===== config.mk =====
export PLATFORM = sky130hd
export DESIGN_NAME = instr_fetch
export DESIGN_NICKNAME = d
export VERILOG_FILES = /design/src/rtl/swisv_pkg.sv /design/src/rtl/fetch_fifo.sv /design/src/rtl/instr_fetch.sv
export SDC_FILE = /design/constraint.sdc
export NUM_CORES = 1
export LEC_CHECK = 0
export BUFFER_PORTS_ARGS = -buffer_cell sky130_fd_sc_hd__clkbuf_2
export CAP_MARGIN = 10
export CORE_AREA = 2 2 130 132
export DETAILED_ROUTE_END_ITERATION = 8
export DIE_AREA = 0 0 132 134
export PLACE_DENSITY = 0.83
export SLEW_MARGIN = 40
export SYNTH_ARGS = -nofsm -noshare
export SYNTH_HDL_FRONTEND = slang
export SYNTH_HIERARCHICAL = 1
export SYNTH_SLANG_ARGS = --single-unit

===== constraint.sdc =====
create_clock -name i_clk -period 3.5 [get_ports i_clk]
set_input_delay 0 -clock i_clk [delete_from_list [all_inputs] [get_ports i_clk]]
set_output_delay 0 -clock i_clk [all_outputs]
set_load 0.01 [all_outputs]

===== src/rtl/swisv_pkg.sv =====
// rtl/swisv_pkg.sv - shared SWIS-V core constants and fetch-stage types
package swisv_pkg;

    localparam int XLEN = 32;
    localparam int ILEN = 32;

    localparam logic [XLEN-1:0] RESET_VECTOR = 32'h0000_0000;

    typedef enum logic [1:0] {
        RESET = 2'd0,
        RUN   = 2'd1,
        HALT  = 2'd2
    } fetch_state_t;

    typedef struct packed {
        logic [XLEN-1:0] pc;
        logic [ILEN-1:0] instr;
    } fetch_entry_t;

    function automatic logic [XLEN-1:0] word_align(input logic [XLEN-1:0] addr);
        return addr & {{(XLEN-2){1'b1}}, 2'b00};
    endfunction

endpackage


===== src/rtl/fetch_fifo.sv =====
// rtl/fetch_fifo.sv - in-order {pc, instr} queue between fetch and decode
module fetch_fifo
    import swisv_pkg::*;
#(
    parameter int DEPTH = 2
) (
    input  logic                   i_clk,
    input  logic                   i_rst_n,
    input  logic                   i_flush,
    input  logic                   i_push,
    input  fetch_entry_t           i_wdata,
    input  logic                   i_pop,
    output logic                   o_valid,
    output fetch_entry_t           o_rdata,
    output logic [$clog2(DEPTH):0] o_count
);

    localparam int PTR_W = $clog2(DEPTH);
    localparam int CNT_W = PTR_W + 1;
    localparam logic [CNT_W-1:0] FULL_CNT = CNT_W'(DEPTH);

    fetch_entry_t     entries_q [DEPTH];
    logic [PTR_W-1:0] wr_ptr_q, wr_ptr_d;
    logic [PTR_W-1:0] rd_ptr_q, rd_ptr_d;
    logic [CNT_W-1:0] count_q, count_d;
    logic             do_push, do_pop;

    assign do_pop  = i_pop && (count_q != '0);
    // A push into a full queue is only legal when the head leaves in the same cycle.
    assign do_push = i_push && ((count_q != FULL_CNT) || do_pop);

    always_comb begin
        wr_ptr_d = wr_ptr_q;
        rd_ptr_d = rd_ptr_q;
        count_d  = count_q;
        if (i_flush) begin
            wr_ptr_d = '0;
            rd_ptr_d = '0;
            count_d  = '0;
        end else begin
            if (do_push) begin
                wr_ptr_d = wr_ptr_q + PTR_W'(1);
            end
            if (do_pop) begin
                rd_ptr_d = rd_ptr_q + PTR_W'(1);
            end
            count_d = count_q + CNT_W'(do_push) - CNT_W'(do_pop);
        end
    end

    always_ff @(posedge i_clk or negedge i_rst_n) begin
        if (!i_rst_n) begin
            for (int i = 0; i < DEPTH; i++) begin
                entries_q[i] <= '0;
            end
            wr_ptr_q <= '0;
            rd_ptr_q <= '0;
            count_q  <= '0;
        end else begin
            if (do_push && !i_flush) begin
                entries_q[wr_ptr_q] <= i_wdata;
            end
            wr_ptr_q <= wr_ptr_d;
            rd_ptr_q <= rd_ptr_d;
            count_q  <= count_d;
        end
    end

    assign o_valid = (count_q != '0);
    assign o_rdata = entries_q[rd_ptr_q];
    assign o_count = count_q;

    push_while_full: assert property (@(posedge i_clk) disable iff (!i_rst_n)
        !(i_push && !i_flush && !do_pop && (count_q == FULL_CNT)));

endmodule


===== src/rtl/instr_fetch.sv =====
// rtl/instr_fetch.sv - SWIS-V fetch stage: PC, imem request issue, in-order queue to decode
// Optional FETCH_MISALIGN_CHECK_EN: misaligned redirect halts fetch and raises o_fetch_err.
module instr_fetch
    import swisv_pkg::*;
#(
    parameter logic [XLEN-1:0] RESET_PC   = RESET_VECTOR,
    parameter int              FIFO_DEPTH = 2
) (
    input  logic            i_clk,
    input  logic            i_rst_n,
    output logic            o_imem_req,
    output logic [XLEN-1:0] o_imem_addr,
    input  logic            i_imem_rvalid,
    input  logic [ILEN-1:0] i_imem_rdata,
    output logic            o_valid,
    input  logic            i_ready,
    output logic [ILEN-1:0] o_instr,
    output logic [XLEN-1:0] o_pc,
    input  logic            i_redirect,
    input  logic [XLEN-1:0] i_redirect_pc,
    output logic            o_fetch_err
);

    localparam int CNT_W = $clog2(FIFO_DEPTH) + 1;
    localparam int OCC_W = CNT_W + 1;
    localparam logic [OCC_W-1:0] DEPTH_LIM = OCC_W'(FIFO_DEPTH);

    fetch_state_t    state_q, state_d;
    logic [XLEN-1:0] fetch_pc_q, fetch_pc_d;
    logic [XLEN-1:0] shadow_pc_q;
    logic            inflight_q;
    logic            discard_q;
    logic            fetch_err_q, fetch_err_d;

    logic            redirect_act;
    logic            misaligned;
    logic [XLEN-1:0] redirect_tgt;
    logic            req;
    logic            pop;
    logic            push;
    logic [OCC_W-1:0] occupancy;
    logic [CNT_W-1:0] fifo_count;
    logic            fifo_valid;
    fetch_entry_t    fifo_wdata;
    fetch_entry_t    fifo_head;

    assign redirect_act = i_redirect && (state_q == RUN);
    assign redirect_tgt = word_align(i_redirect_pc);

`ifdef FETCH_MISALIGN_CHECK_EN
    assign misaligned = redirect_act && (i_redirect_pc[1:0] != 2'b00);
`else
    assign misaligned = 1'b0;
`endif

    // Slots already committed (held + one response on the way) minus the one leaving now.
    assign pop       = fifo_valid && i_ready;
    assign occupancy = OCC_W'(fifo_count) + OCC_W'(inflight_q) - OCC_W'(pop);
    assign push      = i_imem_rvalid && !discard_q && (state_q == RUN) && !redirect_act;

    always_comb begin
        state_d     = state_q;
        req         = 1'b0;
        fetch_pc_d  = fetch_pc_q;
        fetch_err_d = fetch_err_q;
        unique case (state_q)
            RESET: begin
                state_d = RUN;
            end
            RUN: begin
                req = !i_redirect && (occupancy < DEPTH_LIM);
                if (redirect_act) begin
                    fetch_pc_d = redirect_tgt;
                end else if (req) begin
                    fetch_pc_d = fetch_pc_q + 32'd4;
                end
                if (misaligned) begin
                    state_d     = HALT;
                    fetch_err_d = 1'b1;
                end
            end
            HALT: begin
                state_d = HALT;
            end
            default: begin
                state_d = RESET;
            end
        endcase
    end

    always_ff @(posedge i_clk or negedge i_rst_n) begin
        if (!i_rst_n) begin
            state_q     <= RESET;
            fetch_pc_q  <= RESET_PC;
            shadow_pc_q <= RESET_PC;
            inflight_q  <= 1'b0;
            discard_q   <= 1'b0;
            fetch_err_q <= 1'b0;
        end else begin
            state_q     <= state_d;
            fetch_pc_q  <= fetch_pc_d;
            if (req) begin
                shadow_pc_q <= fetch_pc_q;
            end
            inflight_q  <= req;
            discard_q   <= redirect_act;
            fetch_err_q <= fetch_err_d;
        end
    end

    assign fifo_wdata = '{pc: shadow_pc_q, instr: i_imem_rdata};

    fetch_fifo #(
        .DEPTH (FIFO_DEPTH)
    ) u_fifo (
        .i_clk   (i_clk),
        .i_rst_n (i_rst_n),
        .i_flush (redirect_act),
        .i_push  (push),
        .i_wdata (fifo_wdata),
        .i_pop   (pop && !redirect_act),
        .o_valid (fifo_valid),
        .o_rdata (fifo_head),
        .o_count (fifo_count)
    );

    assign o_imem_req  = req;
    assign o_imem_addr = fetch_pc_q;
    assign o_valid     = fifo_valid;
    assign o_instr     = fifo_head.instr;
    assign o_pc        = fifo_head.pc;
    assign o_fetch_err = fetch_err_q;

endmodule


==> results of run 1 <==
## worst register-to-register path, delay by kind of cell (launching register included)
kind | cells | cell delay [ps]
XOR/XNOR | 2 | 520
AO/OA/AOI/OAI | 1 | 80
AND/OR/NAND/NOR | 5 | 1380
adder cells (fa/ha/maj) | 2 | 670
flip-flops | 1 | 420
## layout make-up
| cell class | count | share of cell area |
|---|---|---|
| clock buffers | 20 | 0.0410 |
| clock inverters | 12 | 0.0155 |
| inverters | 10 | 0.00329 |
| multi-input cells | 464 | 0.342 |
| flip-flops and latches | 196 | 0.431 |
| well taps | 220 | 0.0242 |
| repair buffers | 242 | 0.144 |
## state kept, by name, summed over array words and instances (netlist names)
register and flops:
u_fifo/o_count 2, u_fifo/rd_ptr_q 1, u_fifo/entries_q 128, state_q 2, discard_q 1, u_fifo/wr_ptr_q 1
shadow_pc_q 30, inflight_q 1, o_imem_addr 30
## cells in the mapped netlist (3+ instances only)
library cell / number / share of area
a21oi_1: 6 / 0.0033
a22oi_1: 3 / 0.0025
and2_1: 3 / 0.0021
and3_1: 5 / 0.0035
buf_2: 5 / 0.0028
buf_4: 8 / 0.0067
buf_6: 7 / 0.0087
clkbuf_1: 16 / 0.0067
dfrtp_1: 196 / 0.54
ha_1: 4 / 0.0055
inv_1: 8 / 0.0033
mux2_1: 4 / 0.0050
mux2_2: 128 / 0.16
mux2_4: 60 / 0.10
nand2_1: 112 / 0.047
nand3_1: 17 / 0.0094
nand4_1: 11 / 0.0076
nor2_1: 16 / 0.0067
nor3_1: 4 / 0.0022
nor4_1: 6 / 0.0042
o211ai_1: 5 / 0.0042
o21ai_0: 5 / 0.0028
o21ai_1: 15 / 0.0083
o311ai_1: 6 / 0.0058
xnor2_1: 9 / 0.0087
xor2_1: 10 / 0.0097
## timing repair
item / 4_1_cts / 5_1_grt
buffers inserted: 0 / 0
hold endpoints to repair: 205 / 0
hold buffers: 63 / 0
## logic make-up (layout without fill, tap and decap cells)
kind of cell,Yosys count,in the layout,share of synthesized area
DFF,196,196,0.543
muxes,193,193,0.266
and+or+nand+nor,189,189,0.0978
AOI/OAI and AO/OA,51,51,0.0370
buffers and inverters,48,284,0.0298
xor gates and xnor gates,19,19,0.0184
adders and majority gates,5,5,0.00776
other,1,7,0.000415
## worst min path at each step
stage	slack (ps)	cells after the start	from	to
floorplan	-300	0	i_rst_n	discard_q$_DFF_PN0_
global placement	180	1	i_rst_n	u_fifo/entries_q[9]$_DFFE_PN0P_
detailed placement	20	1	i_rst_n	u_fifo/entries_q[8]$_DFFE_PN0P_
CTS	100	4	i_redirect	o_imem_addr[11]$_DFFE_PN0P_
global route	160	4	i_redirect	o_imem_addr[12]$_DFFE_PN0P_
finish	110	4	i_redirect	o_imem_addr[11]$_DFFE_PN0P_
## metal layers
metal / up-vias / track usage / wire, microns
met5: - / 0 / 0
met4: 0 / 0.0888 / 429
met3: 31 / 0.0484 / 1150
met2: 233 / 0.413 / 10400
met1: 3081 / 0.323 / 9170
li1: 2913 / - / -
## stage by stage
step	util	hold WS (ps)
floorplan	-	-296
global placement	0.621	176
detailed placement	0.621	17.8
CTS	0.700	103
global route	0.700	155
finish	0.700	108
## report_power, final
group          switching [W]  total (W)  internal (W)
clock network       0.000845    0.00210       0.00126
registers           0.000321    0.00306       0.00274
logic               0.000708    0.00156      0.000852
total                0.00187    0.00672       0.00485
==> metrics.md, run 1 <==
| Metric | Value |
|---|---|
| N_diodes | 0 |
| Post-Syn Area | 9030 sq um |
| Most frequent cells in the layout | 195 x dfrtp_1, 161 x clkbuf_2, 128 x mux2_2 |
| Hold/Removal Path Class | in -> reg |
| Routed vias/inst | 5.38 |
| Synth Instances | 702 |
| Max incr delay on CP | 440 ps |
| Achievable Freq | 315 MHz |
| Top FF cell, synth | dfrtp_1 |
| Synthesized area per cell | 12.9 sq um |
| Outcome | finished clean |
| Die ar. | 17700 sq um |
| Detailed placement HPWL | 13400 microns |
| Area of the multi-input gates | 3890 sq um |
| Final setup fails | 0 |
| CP top delay family | simple AND/OR/NAND/NOR gates |
| Storage cell area | 4910 sq um |
| # port buffers | 162 |
| Cell row count | 47 |
| CTS tree | built |
| Clock Skew | 11.8 ps |
| Post-route ant nets | 0 |
| WP depth | 10 |
| DP Area | 10100 sq um |
| Data required time of the critical path | 3810 ps |
| VDD IR-drop max | 0.000364 V |
| Reg2reg path depth | 10 |
| Layout cells sized above 1 | 0.435 |
| Initial antenna violation count | 0 |
| Starting density of the core | 0.554 |
| Syn-to-layout area delta | 26.2% |
| Slew Limit Fails | 0 |
| Slew @ Worst Pin | 754 ps |
| Hold Fails Final Rpt | 0 |
| GPL Wtd Cong | 0.850 |
| Die width | 132 microns |
| Vias | 6258 |
| Design area | 11400 sq um |
| WL/cell | 18.1 microns |
| CP endpoint kind | flip-flop |
| Fillers | 1129 |
| Reg-to-reg endpoint | o_imem_addr[20]$_DFFE_PN0P_ |
| Ys async rst share | 1.00 |
| Reg-to-Reg Start | u_fifo/o_count[0]$_DFF_PN0_ |
| Largest net degree at the start of global routing | 115 |
| Gr usage total | 0.247 |
| CTS resizes | 0 |
| Post-placement cell count | 1069 |
| Tmin final | 3180 ps |
| Setup CP Type | reg -> reg |
| Final WL | 21100 microns |
| Vias in the first global route | 6511 |
| Final setup TNS | 0 ps |
| Worst Setup Slack, final | 322 ps |
| Yosys reg bits | 196 |
| Crit path top cell by count | xnor2_1 |
| DRT iter0 DRCs | 298 |
| Non-filler instance count after layout | 1164 |
| Crit path max fanout | 9 |
| GR Overflow Total | 0 |
| Clock transition at path regs | 70 ps |
| Pwr dens | 590 nW/um^2 |
| Total CTS buffers | 17 |
| Slowest CP cell | nor4_1 |
| DRT Pass-1 Iters | 5 |
| Num ports | 168 |
| Leakage | 5.47 nW |
| Number of synthesized flops with an enable pin | 0 |
| Global-route wire length before repair | 34400 microns |
| Max cap viols | 0 |
| CP Data Arrival Time | 3490 ps |
| Core area | 16300 sq um |
| Die height | 134 microns |
| Worst Path Buf+Inv | 0 |
| Post-Place Worst Slack | 361 ps |
| RSZ-0062 raised after global routing | false |
| Total power | 0.00672 W |
| Ys Warns | 6 |
| Max-Slew Margin vs Limit | 0.497 |
| Setup crit start | u_fifo/o_count[0]$_DFF_PN0_ |
| CTS Sinks | 196 |
| Worst-path cell chain | or2_2 -> and2_1 -> ha_1 -> nand2b_1 -> fa_1 -> xnor2_1 -> nand3_2 -> nor4_1 -> xnor2_1 -> a21oi_1 |
| Later-pin clock latency in the skew report | 430 ps |
| Sequential fraction of the synthesis area | 0.543 |
| Reg2reg setup slack | 320 ps |
| DRC Markers | 0 |
| CTS max path bufs | 2 |
| CP startpoint kind | flip-flop |
| Crit path to | o_imem_addr[20]$_DFFE_PN0P_ |
| Leading cell type in the layout, fill and taps excluded | dfrtp_1 |
| CTS Root Cell | clkbuf_16 |
| H-tree depth | 4 |
| Period utilization | 0.908 |
| Synth unique cells | 54 |
| Final-stage net count | 1005 |
Note: power is estimated with default switching activity, not from simulation.
==> run 2, diff against run 1 <==
ABC_AREA = 1   (was unset)
CORE_AREA = 2 2 133 135   (was 2 2 130 132)
CTS_BUF_LIST = sky130_fd_sc_hd__clkbuf_2   (was unset)
DIE_AREA = 0 0 135 137   (was 0 0 132 134)
PLACE_DENSITY = 0.85   (was 0.83)
==> run 2 against run 1 <==
Combinational power up 12%. Wire length up 39%. Flip-flop and latch count unchanged. Cell count up 53%. Die area up 4.6%. Global-route usage up 7.5 points. Count of clock-buffer cells in the layout down 3. Critical path depth down 1. Register-to-register slack worse by 140 ps. Clock skew up 24 ps. Sequential share of layout area down 3.0 points. Synthesized cell count up 85%. Critical path type unchanged.
==> metrics.md, run 2 <==
| Metric | Value |
|---|---|
| Outcome | finished clean |
| Hold Crit Start | i_redirect_pc[2] |
| Initial antenna violation count | 1 (+1) |
| CP endpoint kind | flip-flop |
| Global-route wire length before repair | 47100 microns (+37%) |
| Gr usage total | 0.322 (+0.0748) |
| Syn-to-layout area delta | 23.5% |
| Top FF cell, synth | dfrtp_1 |
| DP Area | 10700 sq um (+5.9%) |
| Synth unique cells | 37 (-31%) |
| Top cells by count, synth | 638 x nand2_1, 196 x dfrtp_1, 130 x nand4_1, 59 x inv_1, 55 x buf_2 |
| Max-Slew Margin vs Limit | 0.498 (+0.000700) |
| Leading cell type in the layout, fill and taps excluded | nand2_1 |
| Synth Instances | 1299 (+85%) |
| # port buffers | 162 (unchanged) |
| Die width | 135 microns (+2.3%) |
| Vias in the first global route | 9698 (+49%) |
| Largest net degree at the start of global routing | 110 (-4.3%) |
| Vias | 9911 (+58%) |
| CTS max path bufs | 2 (unchanged) |
| Clock power frac | 0.187 (-0.125) |
| Reg2reg setup slack | 190 ps (-140 ps) |
| Detailed placement HPWL | 16100 microns (+20%) |
| Final setup fails | 0 (unchanged) |
| Routed vias/inst | 5.56 (+3.4%) |
| Logic pwr share | 0.287 (+0.055) |
| Reg-to-Reg Start | state_q[0]$_DFFE_PN0P_ |
| Fillers | 1307 (+16%) |
| DRT Pass-1 Iters | 5 (unchanged) |
| Hold Fails Final Rpt | 0 (unchanged) |
| Sequential share of power | 0.527 (+0.071) |
| Yosys reg bits | 196 (unchanged) |
| Most frequent cells in the layout | 638 x nand2_1, 194 x dfrtp_1, 178 x clkbuf_2 |
| Hold path cells | 4 (unchanged) |
| Number of synthesized flops with an enable pin | 0 (unchanged) |
| WL/cell | 16.4 microns (-9.4%) |
| Reg-to-reg endpoint | u_fifo/entries_q[71]$_DFFE_PN0P_ |
| Worst Setup Slack, final | 186 ps (-136 ps) |
| Worst hold margin | 84.6 ps (-23.7 ps) |
| Final-stage net count | 1618 (+61%) |
| Slowest CP cell | dlygate4sd3_1 |
| Num ports | 168 (unchanged) |
| CP top delay family | buffers and inverters |
| CP startpoint kind | flip-flop |
| Post-route ant nets | 0 (unchanged) |
| CTS Sinks | 196 (unchanged) |
| Cell row count | 48 (+2.1%) |
| Period utilization | 0.947 (+0.0389) |
| Core area | 17100 sq um (+4.7%) |
| Sw Share | 0.374 (+0.0952) |
| Pint | 0.00381 W (-22%) |
| Data required time of the critical path | 4220 ps (+410 ps) |
| Reg2reg path depth | 9 (-1) |
| Hold/Removal Path Class | in -> reg |
| Achievable Freq | 302 MHz (-4.1%) |
| Pwr dens | 496 nW/um^2 (-16%) |
| Clock Skew | 36.1 ps (+24.3 ps) |
| Later-pin clock latency in the skew report | 760 ps (+330 ps) |
| Post-Syn Area | 9920 sq um (+9.9%) |
| DRT iter0 DRCs | 939 (+220%) |
| Hold worst-path end | o_imem_addr[2]$_DFFE_PN0P_ |
| Sw power | 0.00227 W (+21%) |
| Ys async rst share | 1.00 (unchanged) |
| CTS Root Cell | clkbuf_2 |
| Post-synth top area cell | dfrtp_1 |
| Synthesized area per cell | 7.64 sq um (-41%) |
| Tmin final | 3310 ps (+136 ps) |
| Largest Register | u_fifo/entries_q |
| Max cap viols | 0 (unchanged) |
| DRC Markers | 0 (unchanged) |
| Total CTS buffers | 17 (unchanged) |
| Crit path max fanout | 64 (+55) |
| Starting density of the core | 0.582 (+0.0274) |
| RSZ-0062 raised after global routing | false |
| Largest register FFs | 128 (unchanged) |
| Most numerous cell in the Yosys netlist | nand2_1 |
| Synth top area cells | dfrtp_1 49%, nand2_1 24%, nand4_1 8.2% |
| Top-area cell type share of the netlist area | 0.494 (-0.0488) |
| Die height | 137 microns (+2.2%) |
| Max incr delay on CP | 590 ps (+150 ps) |
| Worst Path Buf+Inv | 5 (+5) |
| Sequential fraction of the synthesis area | 0.494 (-0.0488) |
| Ys Warns | 6 (unchanged) |
| GR Overflow Total | 0 (unchanged) |
| Layout cells sized above 1 | 0.159 (-0.276) |
| CP Data Arrival Time | 4040 ps (+550 ps) |
| Post-Place Worst Slack | 605 ps (+244 ps) |
| CTS tree | built |
| Clock transition at path regs | 290 ps (+220 ps) |
| Final setup TNS | 0 ps (unchanged) |
| Setup CP Type | reg -> reg |
| VDD IR-drop max | 0.000261 V (-28%) |
| Design area | 12300 sq um (+7.5%) |
| Leakage | 6.64 nW (+21%) |
| H-tree depth | 4 (unchanged) |
| Final Util | 0.718 (+0.0189) |
| Worst-path cell chain | nand3_1 -> buf_4 -> inv_1 -> nor2_4 -> buf_4 -> nand4_1 -> dlygate4sd3_1 -> nand2_1 -> dlygate4sd3_1 |
| Die ar. | 18500 sq um (+4.6%) |
| Final WL | 29300 microns (+39%) |
| Slew @ Worst Pin | 753 ps (-1.05 ps) |
| GPL Wtd Cong | 0.976 (+15%) |
| Slew Limit Fails | 0 (unchanged) |
## run 2: cell types whose count changed in the layout (fill, tap and decap cells not counted), moves of 26 or more
cell and change:
nand4_1 +119, nand2_1 +526, dlygate4sd3_1 +60, mux2_2 -128, mux2_4 -60, inv_1 +50
nand3_1 +26, o21ai_0 +28, nor2_1 +29
## run 2: worst max-delay path by stage
| stage | cells past startpoint | slack, ps | end | start |
|---|---|---|---|---|
| after floorplan | 15 | 1050 | shadow_pc_q[10]$_DFFE_PN0P_ | u_fifo/o_count[1]$_DFF_PN0_ |
| after global placement | 16 | 720 | o_imem_addr[12]$_DFFE_PN0P_ | u_fifo/o_count[1]$_DFF_PN0_ |
| after detailed placement | 14 | 610 | o_imem_addr[2]$_DFFE_PN0P_ | u_fifo/o_count[1]$_DFF_PN0_ |
| after CTS | 13 | 130 | o_imem_req | u_fifo/o_count[1]$_DFF_PN0_ |
| after global routing | 9 | 20 | u_fifo/entries_q[71]$_DFFE_PN0P_ | state_q[0]$_DFFE_PN0P_ |
| final | 9 | 190 | u_fifo/entries_q[71]$_DFFE_PN0P_ | state_q[0]$_DFFE_PN0P_ |
## run 2: worst min-delay path: cells and delay by family
kind	cells	cell delay [ps]
compound gates	2	200
buf+inv	2	630
## run 2: cell type report
class,count,area (sq um),share of cell area
timing repair buffer,308,2290,0.187
inverter,63,243,0.0198
clock inverter,15,154,0.0126
multi-input combinational,958,4290,0.350
sequential,196,4910,0.400
antenna,1,2.50,0.000204
clock buffer,17,85.1,0.00694
tap,225,282,0.0230
## run 2: power groups by stage
stage          clock network [W]  registers (W)  logic, W
2_1_floorplan                  0        0.00315  0.000994
3_5_place_dp                   0        0.00322   0.00158
5_1_grt                  0.00124        0.00327   0.00196
6_report                 0.00113        0.00320   0.00174
4_1_cts                  0.00115        0.00318   0.00170
3_3_place_gp                   0        0.00319   0.00153
## run 2: cells by family after synthesis
| group | Yosys count | synth area share |
|---|---|---|
| AO/OA/AOI/OAI | 58 | 0.0323 |
| XOR/XNOR | 2 | 0.00177 |
| flip-flops | 196 | 0.494 |
| adder cells (fa/ha/maj) | 5 | 0.00706 |
| AND/OR/NAND/NOR | 886 | 0.385 |
| other | 1 | 0.000378 |
| buffers and inverters | 151 | 0.0790 |
## run 2: what timing repair did
item                                    4_1_cts  5_1_grt
endpoints found under the setup margin        1        3
endpoints found under the hold margin       384        0
pin swaps                                     0        0
setup buffers                                 0        0
gates resized for setup                       1        5
gates cloned                                  0        1
hold buffers                                125        0
## run 2: metal layers
layer | vias to the layer above | track usage | share of wire
met5 | - | 0 | 0
met4 | 0 | 0.113 | 0.025
met2 | 542 | 0.544 | 0.49
met1 | 4630 | 0.417 | 0.40
li1 | 4669 | - | -
met3 | 70 | 0.0622 | 0.087
## run 2: per-stage QoR
step | power, W | instances
4_1_cts | 0.00603 | 1781
3_5_place_dp | 0.00480 | 1624
6_report | 0.00608 | 1783
5_1_grt | 0.00647 | 1783
3_3_place_gp | 0.00472 | 1624
2_1_floorplan | 0.00414 | 1305
==> run 3, diff against run 2 <==
ABC_AREA = unset   (was 1)
CORE_AREA = 2 2 128 130   (was 2 2 133 135)
DIE_AREA = 0 0 130 132   (was 0 0 135 137)
==> run 3 against run 2 <==
Critical path depth rose by 3. Count of clock-buffer cells in the layout unchanged. Core utilization rose by 3.4 points. Global-route usage decreased by 4.1 points. Highest routed layer unchanged. Total power shrank 2.7%. Die area down 7.2%. Hold slack worse by 25 ps. Cell count down 31%. Largest cell class unchanged. Flip-flop and latch count is the same.
==> metrics.md, run 3 (synthesis gave the netlist of run 1 again) <==
| Metric | Value |
|---|---|
| Data required time of the critical path | 4180 ps (-40 ps) |
| Num ports | 168 (unchanged) |
| Total CTS buffers | 17 (unchanged) |
| Design area | 11800 sq um (-3.5%) |
| Gr usage total | 0.280 (-0.0412) |
| Vias | 6796 (-31%) |
| Worst hold margin | 59.4 ps (-25.2 ps) |
| CTS tree | built |
| # port buffers | 162 (unchanged) |
| Die ar. | 17200 sq um (-7.2%) |
| Largest Register | u_fifo/entries_q |
| Cell row count | 46 (-4.2%) |
| Layout cells sized above 1 | 0.414 (+0.255) |
| Slew Limit Fails | 0 (unchanged) |
| Fillers | 1002 (-23%) |
| Final-stage net count | 1083 (-33%) |
| H-tree depth | 4 (unchanged) |
| DRT Pass-1 Iters | 5 (unchanged) |
| GR Overflow Total | 0 (unchanged) |
| Leading cell type in the layout, fill and taps excluded | dfrtp_1 |
| N_diodes | 0 (-1) |
| Achievable Freq | 290 MHz (-3.8%) |
| Detailed placement HPWL | 12900 microns (-20%) |
| CTS max path bufs | 2 (unchanged) |
| Area of the multi-input gates | 3920 sq um (-8.5%) |
| Max-Slew Margin vs Limit | 0.464 (-0.0344) |
| Clock transition at path regs | 260 ps (-30 ps) |
| Later-pin clock latency in the skew report | 790 ps (+30 ps) |
| Storage cell area | 4910 sq um (about the same) |
| Syn-to-layout area delta | 31.0% |
| CP endpoint kind | flip-flop |
| Core area | 15700 sq um (-7.9%) |
| CP Data Arrival Time | 4130 ps (+90 ps) |
| CTS Root Cell | clkbuf_2 |
| Final WL | 24000 microns (-18%) |
| Clock Skew | 67.8 ps (+31.7 ps) |
| WL/cell | 19.4 microns (+18%) |
| Global-route wire length before repair | 37400 microns (-21%) |
| Starting density of the core | 0.575 (-0.00703) |
| CTS Sinks | 196 (unchanged) |
| Final setup fails | 0 (unchanged) |
| Max cap viols | 0 (unchanged) |
| Period utilization | 0.984 (+0.0372) |
| Most frequent cells in the layout | 195 x dfrtp_1, 177 x clkbuf_2, 132 x dlygate4sd3_1 |
| Total power | 0.00591 W (-2.7%) |
| Largest register FFs | 128 (unchanged) |
| Die width | 130 microns (-3.7%) |
| CP startpoint kind | flip-flop |
| Routed vias/inst | 5.49 (-1.2%) |
| Initial antenna violation count | 0 (-1) |
| Setup CP Type | reg -> reg |
| Pwr dens | 500 nW/um^2 (+0.77%) |
| DRC Markers | 0 (unchanged) |
| Tmin final | 3440 ps (+130 ps) |
| DRT iter0 DRCs | 538 (-43%) |
| Post-route ant nets | 0 (unchanged) |
| VDD IR-drop max | 0.000278 V (+6.5%) |
| Die height | 132 microns (-3.6%) |
| Hold Fails Final Rpt | 0 (unchanged) |
| Outcome | finished clean |
| Hold/Removal Path Class | in -> reg |
| Reg2reg setup slack | 60 ps (-130 ps) |
| Leakage | 5.67 nW (-15%) |
| GPL Wtd Cong | 0.861 (-12%) |
| Crit path max fanout | 5 (-92%) |
| Vias in the first global route | 7128 (-27%) |
| DP Area | 10100 sq um (-5.8%) |
| Largest net degree at the start of global routing | 77 (-30%) |
| Slew @ Worst Pin | 797 ps (+44.3 ps) |
| RSZ-0062 raised after global routing | true |
-- run 3: worst paths after layout --
| path | depth (start not counted) | start | end |
|---|---|---|---|
| min | 4 | i_redirect_pc[4] | o_imem_addr[4]$_DFFE_PN0P_ |
| max | 12 | u_fifo/o_count[1]$_DFF_PN0_ | o_imem_addr[27]$_DFFE_PN0P_ |
| max reg2reg | 12 | u_fifo/o_count[1]$_DFF_PN0_ | o_imem_addr[27]$_DFFE_PN0P_ |
| min reg2reg | 1 | state_q[1]$_DFFE_PN0P_ | state_q[0]$_DFFE_PN0P_ |
| min in group asynchronous | 4 | i_rst_n | shadow_pc_q[18]$_DFFE_PN0P_ |
| max in group asynchronous | 4 | i_rst_n | shadow_pc_q[2]$_DFFE_PN0P_ |
-- run 3: what timing repair did --
action	CTS	global route
gates cloned	0	1
pin swaps	0	1
setup buffers	1	8
hold endpoints to repair	295	5
endpoints found under the setup margin	1	3
gates resized for setup	4	7
hold buffers	130	3
-- run 3: area by class of cell --
type	instances	area share
Timing Repair Buffer	320	0.207
Multi-Input combinational cell	464	0.332
Tap cell	216	0.0228
Inverter	10	0.00317
Clock buffer	17	0.00719
Sequential cell	196	0.415
Clock inverter	14	0.0136
-- run 3: power by group --
part           switching (W)  internal (W)
Sequential          0.000331       0.00274
Combinational       0.000755      0.000934
Clock               0.000764      0.000392
Total                0.00185       0.00406
-- run 3: metrics by stage --
stage	util	std cells	setup TNS, ps	setup WS [ps]
global placement	0.642	1063	0	403
finish	0.753	1237	0	56.2
detailed placement	0.642	1063	0	368
global route	0.753	1237	-51.8	-31.8
floorplan	-	708	0	211
CTS	0.744	1225	0	19.2
-- run 3: layer usage --
layer | GRT usage | part of all wire | up-vias
met5 | 0 | 0 | -
met4 | 0.0777 | 0.020 | 0
met3 | 0.0653 | 0.071 | 50
met2 | 0.489 | 0.51 | 295
met1 | 0.348 | 0.40 | 3389
li1 | - | - | 3062
-- run 3: worst max-delay path, stage by stage, from the launching register on --
cell           delay (ps)
dfrtp_1               430
or2_2                 300
and2_1                170
ha_1                  260
nand2b_4              140
fa_2                  530
nand4bb_1             160
nor4_4                250
buf_6                 170
nand4_1               140
nand3_1               160
o211ai_1               90
dlygate4sd3_1         560
